$ cat src/rtl/rx_block_lock_if.sv
// rx_block_lock_if: header stream from block sync plus slip/lock feedback
interface rx_block_lock_if #(
  parameter int HDR_WIDTH    = 2,
  parameter int SH_CNT_MAX   = 64,
  parameter int SH_INVLD_MAX = 16
);
  logic                                i_hdr_valid;
  logic [HDR_WIDTH-1:0]                i_sync_hdr;
  logic                                o_slip;
  logic                                o_block_lock;
  logic [$clog2(SH_CNT_MAX+1)-1:0]     o_sh_cnt;
  logic [$clog2(SH_INVLD_MAX+1)-1:0]   o_invld_cnt;
  modport master (output i_hdr_valid, i_sync_hdr, input o_slip, o_block_lock, o_sh_cnt, o_invld_cnt);
  modport slave  (input i_hdr_valid, i_sync_hdr, output o_slip, o_block_lock, o_sh_cnt, o_invld_cnt);
endinterface

$ cat src/rtl/rx_block_lock.sv
// rx_block_lock: 64b/66b sync-header block-lock state machine driving slip pulses
module rx_block_lock #(
  parameter int SH_CNT_MAX   = 64,
  parameter int SH_INVLD_MAX = 16,
  parameter int SLIP_BLANK   = 2,
  parameter int HDR_WIDTH    = 2
) (
  input  logic            i_clk,
  input  logic            i_reset,
  rx_block_lock_if.slave  bus
);
  localparam int SW = $clog2(SH_CNT_MAX+1);
  localparam int IW = $clog2(SH_INVLD_MAX+1);
  localparam int BW = $clog2(SLIP_BLANK+1);
  typedef enum logic [1:0] {LOCK_INIT, TEST_SH, SLIP_WAIT} state_t;
  state_t state_q, state_d;
  logic lock_q, lock_d, slip_q, slip_d;
  logic [SW-1:0] sh_cnt_q, sh_cnt_d, sh_inc;
  logic [IW-1:0] invld_cnt_q, invld_cnt_d, inv_inc;
  logic [BW-1:0] blank_cnt_q, blank_cnt_d;
  logic hdr_ok, accept, sh_full, lose, bad_unlocked, blank_done, clear;
  // header qualification and window events shared by both comb processes
  always_comb begin
    hdr_ok       = bus.i_sync_hdr == HDR_WIDTH'(1) || bus.i_sync_hdr == HDR_WIDTH'(2);
    accept       = bus.i_hdr_valid && state_q == TEST_SH;
    sh_inc       = sh_cnt_q + SW'(1);
    inv_inc      = invld_cnt_q + IW'(!hdr_ok);
    sh_full      = sh_inc == SW'(SH_CNT_MAX);
    lose         = accept && lock_q && inv_inc == IW'(SH_INVLD_MAX);
    bad_unlocked = accept && !lock_q && !hdr_ok;
    blank_done   = state_q == SLIP_WAIT && bus.i_hdr_valid && blank_cnt_q == BW'(SLIP_BLANK-1);
  end
  // state register with reset overriding everything, including a pending slip
  always_ff @(posedge i_clk) begin
    if (i_reset) begin
      state_q     <= LOCK_INIT;
      lock_q      <= 1'b0;
      slip_q      <= 1'b0;
      sh_cnt_q    <= '0;
      invld_cnt_q <= '0;
      blank_cnt_q <= '0;
    end else begin
      state_q     <= state_d;
      lock_q      <= lock_d;
      slip_q      <= slip_d;
      sh_cnt_q    <= sh_cnt_d;
      invld_cnt_q <= invld_cnt_d;
      blank_cnt_q <= blank_cnt_d;
    end
  end
  // next state: any slip sends us to blanking, blanking ends after SLIP_BLANK headers
  always_comb begin
    state_d = state_q == LOCK_INIT ? TEST_SH :
              (lose || bad_unlocked) ? SLIP_WAIT :
              blank_done ? TEST_SH : state_q;
  end
  // outputs and counters; loss of lock beats window completion
  always_comb begin
    slip_d      = lose || bad_unlocked;
    lock_d      = lose ? 1'b0 : (accept && !lock_q && hdr_ok && sh_full) ? 1'b1 : lock_q;
    clear       = state_q != TEST_SH || slip_d || (accept && sh_full);
    sh_cnt_d    = clear ? '0 : accept ? sh_inc : sh_cnt_q;
    invld_cnt_d = clear ? '0 : accept ? inv_inc : invld_cnt_q;
    blank_cnt_d = (state_q != SLIP_WAIT || blank_done) ? '0 :
                  bus.i_hdr_valid ? blank_cnt_q + BW'(1) : blank_cnt_q;
  end
  assign bus.o_slip       = slip_q;
  assign bus.o_block_lock = lock_q;
  assign bus.o_sh_cnt     = sh_cnt_q;
  assign bus.o_invld_cnt  = invld_cnt_q;
endmodule

$ cat src/flat_wrapper.sv
// flat-port wrapper written by rule: the top's interface ports become plain ports
module rx_block_lock_flat 
#(
  parameter int SH_CNT_MAX   = 64,
  parameter int SH_INVLD_MAX = 16,
  parameter int SLIP_BLANK   = 2,
  parameter int HDR_WIDTH    = 2
)
  (i_clk, i_reset, bus_i_hdr_valid, bus_i_sync_hdr, bus_o_slip, bus_o_block_lock, bus_o_sh_cnt, bus_o_invld_cnt);
  rx_block_lock_if #(.HDR_WIDTH(HDR_WIDTH), .SH_CNT_MAX(SH_CNT_MAX), .SH_INVLD_MAX(SH_INVLD_MAX)) bus_i ();
  input  logic i_clk;
  input  logic i_reset;
  input wire logic [$bits(bus_i.i_hdr_valid)-1:0] bus_i_hdr_valid;
  input wire logic [$bits(bus_i.i_sync_hdr)-1:0] bus_i_sync_hdr;
  output wire logic [$bits(bus_i.o_slip)-1:0] bus_o_slip;
  output wire logic [$bits(bus_i.o_block_lock)-1:0] bus_o_block_lock;
  output wire logic [$bits(bus_i.o_sh_cnt)-1:0] bus_o_sh_cnt;
  output wire logic [$bits(bus_i.o_invld_cnt)-1:0] bus_o_invld_cnt;
  assign bus_i.i_hdr_valid = bus_i_hdr_valid;
  assign bus_i.i_sync_hdr = bus_i_sync_hdr;
  assign bus_o_slip = bus_i.o_slip;
  assign bus_o_block_lock = bus_i.o_block_lock;
  assign bus_o_sh_cnt = bus_i.o_sh_cnt;
  assign bus_o_invld_cnt = bus_i.o_invld_cnt;
  rx_block_lock #(.SH_CNT_MAX(SH_CNT_MAX), .SH_INVLD_MAX(SH_INVLD_MAX), .SLIP_BLANK(SLIP_BLANK), .HDR_WIDTH(HDR_WIDTH)) u_core (.i_clk(i_clk), .i_reset(i_reset), .bus(bus_i));
endmodule
$ cat config.mk
export PLATFORM = sky130hd
export DESIGN_NAME = rx_block_lock_flat
export DESIGN_NICKNAME = d
export VERILOG_FILES = /design/src/rtl/rx_block_lock_if.sv /design/src/rtl/rx_block_lock.sv /design/src/flat_wrapper.sv
export SDC_FILE = /design/constraint.sdc
export NUM_CORES = 1
export LEC_CHECK = 0
export ABC_AREA = 1
export BUFFER_PORTS_ARGS = -buffer_cell sky130_fd_sc_hd__buf_2
export CORE_UTILIZATION = 55
export CTS_BUF_LIST = sky130_fd_sc_hd__clkbuf_16
export DETAILED_ROUTE_END_ITERATION = 7
export PLACE_DENSITY = 0.78
export SYNTH_ARGS = -nofsm -noshare
export SYNTH_HDL_FRONTEND = slang
export SYNTH_SLANG_ARGS = --single-unit
$ cat constraint.sdc
create_clock -name i_clk -period 2.07 [get_ports i_clk]
set_input_delay 0.207 -clock i_clk [delete_from_list [all_inputs] [get_ports i_clk]]
set_output_delay 0.207 -clock i_clk [all_outputs]
set_load 0.01 [all_outputs]
==> out/metrics.yaml <==
clock_network:
  worstSkewPairLatency_ns: 0.25
  cts.path.max_buffers: 2
  cts_setup_buffers: 0
  cts_buffers: 3
  root_buffer: "clkbuf_16"
  postCtsHoldBufs: 0
  cts_sinks: 18
  cts_resized: 0
  cts_tree: "built"
  htree_levels: 1
  clk_pin_slew_worst_paths_ns: 0.05
critical_path:
  reg2regPathDepth: 8
  startpoint_type: "flip-flop"
  rrSetupSlack_ns: 0.17
  cp.arrival_ns: 2.02
  r2r_start: "u_core.bus.o_sh_cnt[0]"
  cp_max_fo: 12
  cp.required_ns: 2.18
  end_kind: "flip-flop"
  worstReg2RegEnd: "u_core.bus.o_sh_cnt[3]"
  path_class: "flip-flop to flip-flop"
timing:
  rsz0062_at_grt: "false"
  finalHoldViolCount: 0
  layout_setup_ws_ns: 0.165
  timing.hold.ws_ns: 0.184
  tightest_slew_ns: 0.433
  period_needed_ns: 1.90
  slew_viol_final: 0
  setup_viol: 0
  period_share: 0.920
  fmax_ghz: 0.525
  relSlewSlack: 0.711
  setup-tns-final_ns: 0
  skew_ns: 0.00220
die:
  rows: 16
  ioPinCount: 19
  die_h_um: 48.5
  core_area_mm2: 0.00200
  initial_core_util: 0.594
  die_area_mm2: 0.00235
  die_w_um: 48.5
layout:
  nFillCells: 167
  n_antenna_cell: 0
  final_common_cell: "nand2_1"
  finalNetCount: 196
  drive_above_1_share: 0.276
  most-common-layout-cells: "44 x nand2_1, 25 x inv_1, 18 x buf_2, 18 x dfxtp_1, 10 x nor3_2"
  syn2layout_area_growth_pct: 14.0
place:
  dp.final_hpwl_um: 1810
  portBuffers: 18
  pre_cts_ws_ns: 0.0637
  place.gp.congestion: 0.822
outcome:
  outcome: "finished clean"
power:
  p_leak_nw: 0.628
  p_switching_mw: 0.183
  irDropWorstVdd_v: 0.000424
  p_sw_frac: 0.224
  seqPwrFrac: 0.441
  p_per_area_mw_per_mm2: 603
  clkPwrFrac: 0.471
  power_mw: 0.818
  p_comb_frac: 0.089
  internal_power_mw: 0.635
yosys:
  async_reset_ff_frac: 0
  synth_cells: 166
  synth.net_count: 176
  yosysWarningCount: 0
  syn_area_per_cell_um2: 7.17
  synth_ff_type: "dfxtp_1"
  synth_cell_types: 25
  synth-edff-count: 0
  netlist_area_mm2: 0.00119
  yosysSeqAreaShare: 0.303
  ys_ff_latch: 18
grt:
  antenna_found_initial: 0
  grt_pass1_wl_um: 4130
  track_usage: 0.225
  grt_max_degree: 14
  grt_overflow_total: 0
  grt_pass1_vias: 991
route:
  num_vias: 1110
  routedWlPerCell_um: 12.3
  drt_iter0_drc: 27
  drc: 0
  postRouteAntennaNets: 0
  first_pass_iters: 4
  wl_um: 2600
  via_per_inst: 5.24
hold_path:
  hold_class: "primary input to flip-flop"
  hp-start: "i_reset"
  min_path_cells: 2
  min_to: "u_core.bus.o_slip"
flow_run:
  maxCapViolations: 0
## state kept, by name, summed over array words and instances (netlist names)
| signal | count |
|---|---|
| u_core.bus.o_sh_cnt | 7 |
| u_core.state_q | 2 |
| u_core.bus.o_invld_cnt | 5 |
| u_core.bus.o_slip | 1 |
| u_core.bus.o_block_lock | 1 |
| u_core.blank_cnt_q | 2 |
## cells in the mapped netlist, types with 2 or more instances
cell type / n / area share
nand2_2: 5 / 0.026
buf_4: 2 / 0.013
mux2i_1: 2 / 0.017
nor2_1: 8 / 0.025
nor2_2: 2 / 0.011
o21ai_0: 3 / 0.013
xnor2_1: 4 / 0.029
nor3_1: 5 / 0.021
nor2_4: 2 / 0.019
nand3_2: 4 / 0.034
inv_1: 25 / 0.079
inv_2: 4 / 0.013
nand2_1: 44 / 0.14
dfxtp_1: 18 / 0.30
ha_1: 5 / 0.053
nand4_1: 4 / 0.021
a21oi_1: 3 / 0.013
o21ai_1: 2 / 0.0084
nand3_1: 9 / 0.038
nor3_2: 10 / 0.084
## stage by stage
step	cell area (um^2)	utilization	instances
5_1_grt	1360	0.678	212
2_1_floorplan	1190	-	166
3_5_place_dp	1280	0.638	208
6_report	1360	0.678	212
3_3_place_gp	1280	0.638	208
4_1_cts	1360	0.678	212
## worst max path at each step
stage / from / end / slack [ns] / cells after the start
finish: u_core.bus.o_sh_cnt[0] / u_core.bus.o_sh_cnt[3] / 0.17 / 8
detailed placement: bus_i_sync_hdr[0] / u_core.bus.o_invld_cnt[4] / 0.06 / 10
CTS: u_core.bus.o_sh_cnt[0] / u_core.bus.o_sh_cnt[3] / 0.19 / 8
global placement: bus_i_sync_hdr[0] / u_core.bus.o_invld_cnt[4] / 0.22 / 10
global route: u_core.bus.o_sh_cnt[0] / u_core.bus.o_invld_cnt[4] / 0.07 / 8
floorplan: bus_i_sync_hdr[0] / u_core.bus.o_sh_cnt[2] / 0.34 / 10
## routing by layer
metal	global-route usage	wire, um	up-vias
met1	0.255	1090	506
met2	0.394	1280	42
li1	-	-	554
met5	0	0	-
met4	0.113	58	0
met3	0.0503	169	8
## power by group through the flow
stage	Combinational (mW)	Clock (mW)	Sequential [mW]
2_1_floorplan	0.0534	0	0.366
3_5_place_dp	0.0703	0	0.367
6_report	0.0726	0.385	0.360
3_3_place_gp	0.0679	0	0.367
5_1_grt	0.0784	0.411	0.361
4_1_cts	0.0719	0.395	0.360
## critical path: stages, from the launching register on
cell     delay, ns
dfxtp_1       0.50
ha_1          0.31
nand3_1       0.15
inv_1         0.11
nand3_1       0.07
nand2_1       0.10
nand2_2       0.07
nor2_4        0.35
nor3_2        0.11
## cells by family after synthesis
family / after synthesis / share of synthesized area
buffers and inverters: 34 / 0.135
AND/OR/NAND/NOR: 94 / 0.423
flip-flops: 18 / 0.303
AO/OA/AOI/OAI: 8 / 0.0336
XOR/XNOR: 5 / 0.0368
adder cells (fa/ha/maj): 5 / 0.0526
multiplexers: 2 / 0.0168
## area by class of cell
| cell class | instances | area, um^2 | area share |
|---|---|---|---|
| multi-input combinational | 114 | 669 | 0.494 |
| clock buffer | 3 | 75.1 | 0.0554 |
| clock inverter | 1 | 3.75 | 0.00277 |
| timing repair buffer | 20 | 105 | 0.0775 |
| inverter | 29 | 109 | 0.0803 |
| sequential | 18 | 360 | 0.266 |
| tap | 27 | 33.8 | 0.0249 |
Power figures use the tool's default switching activity.
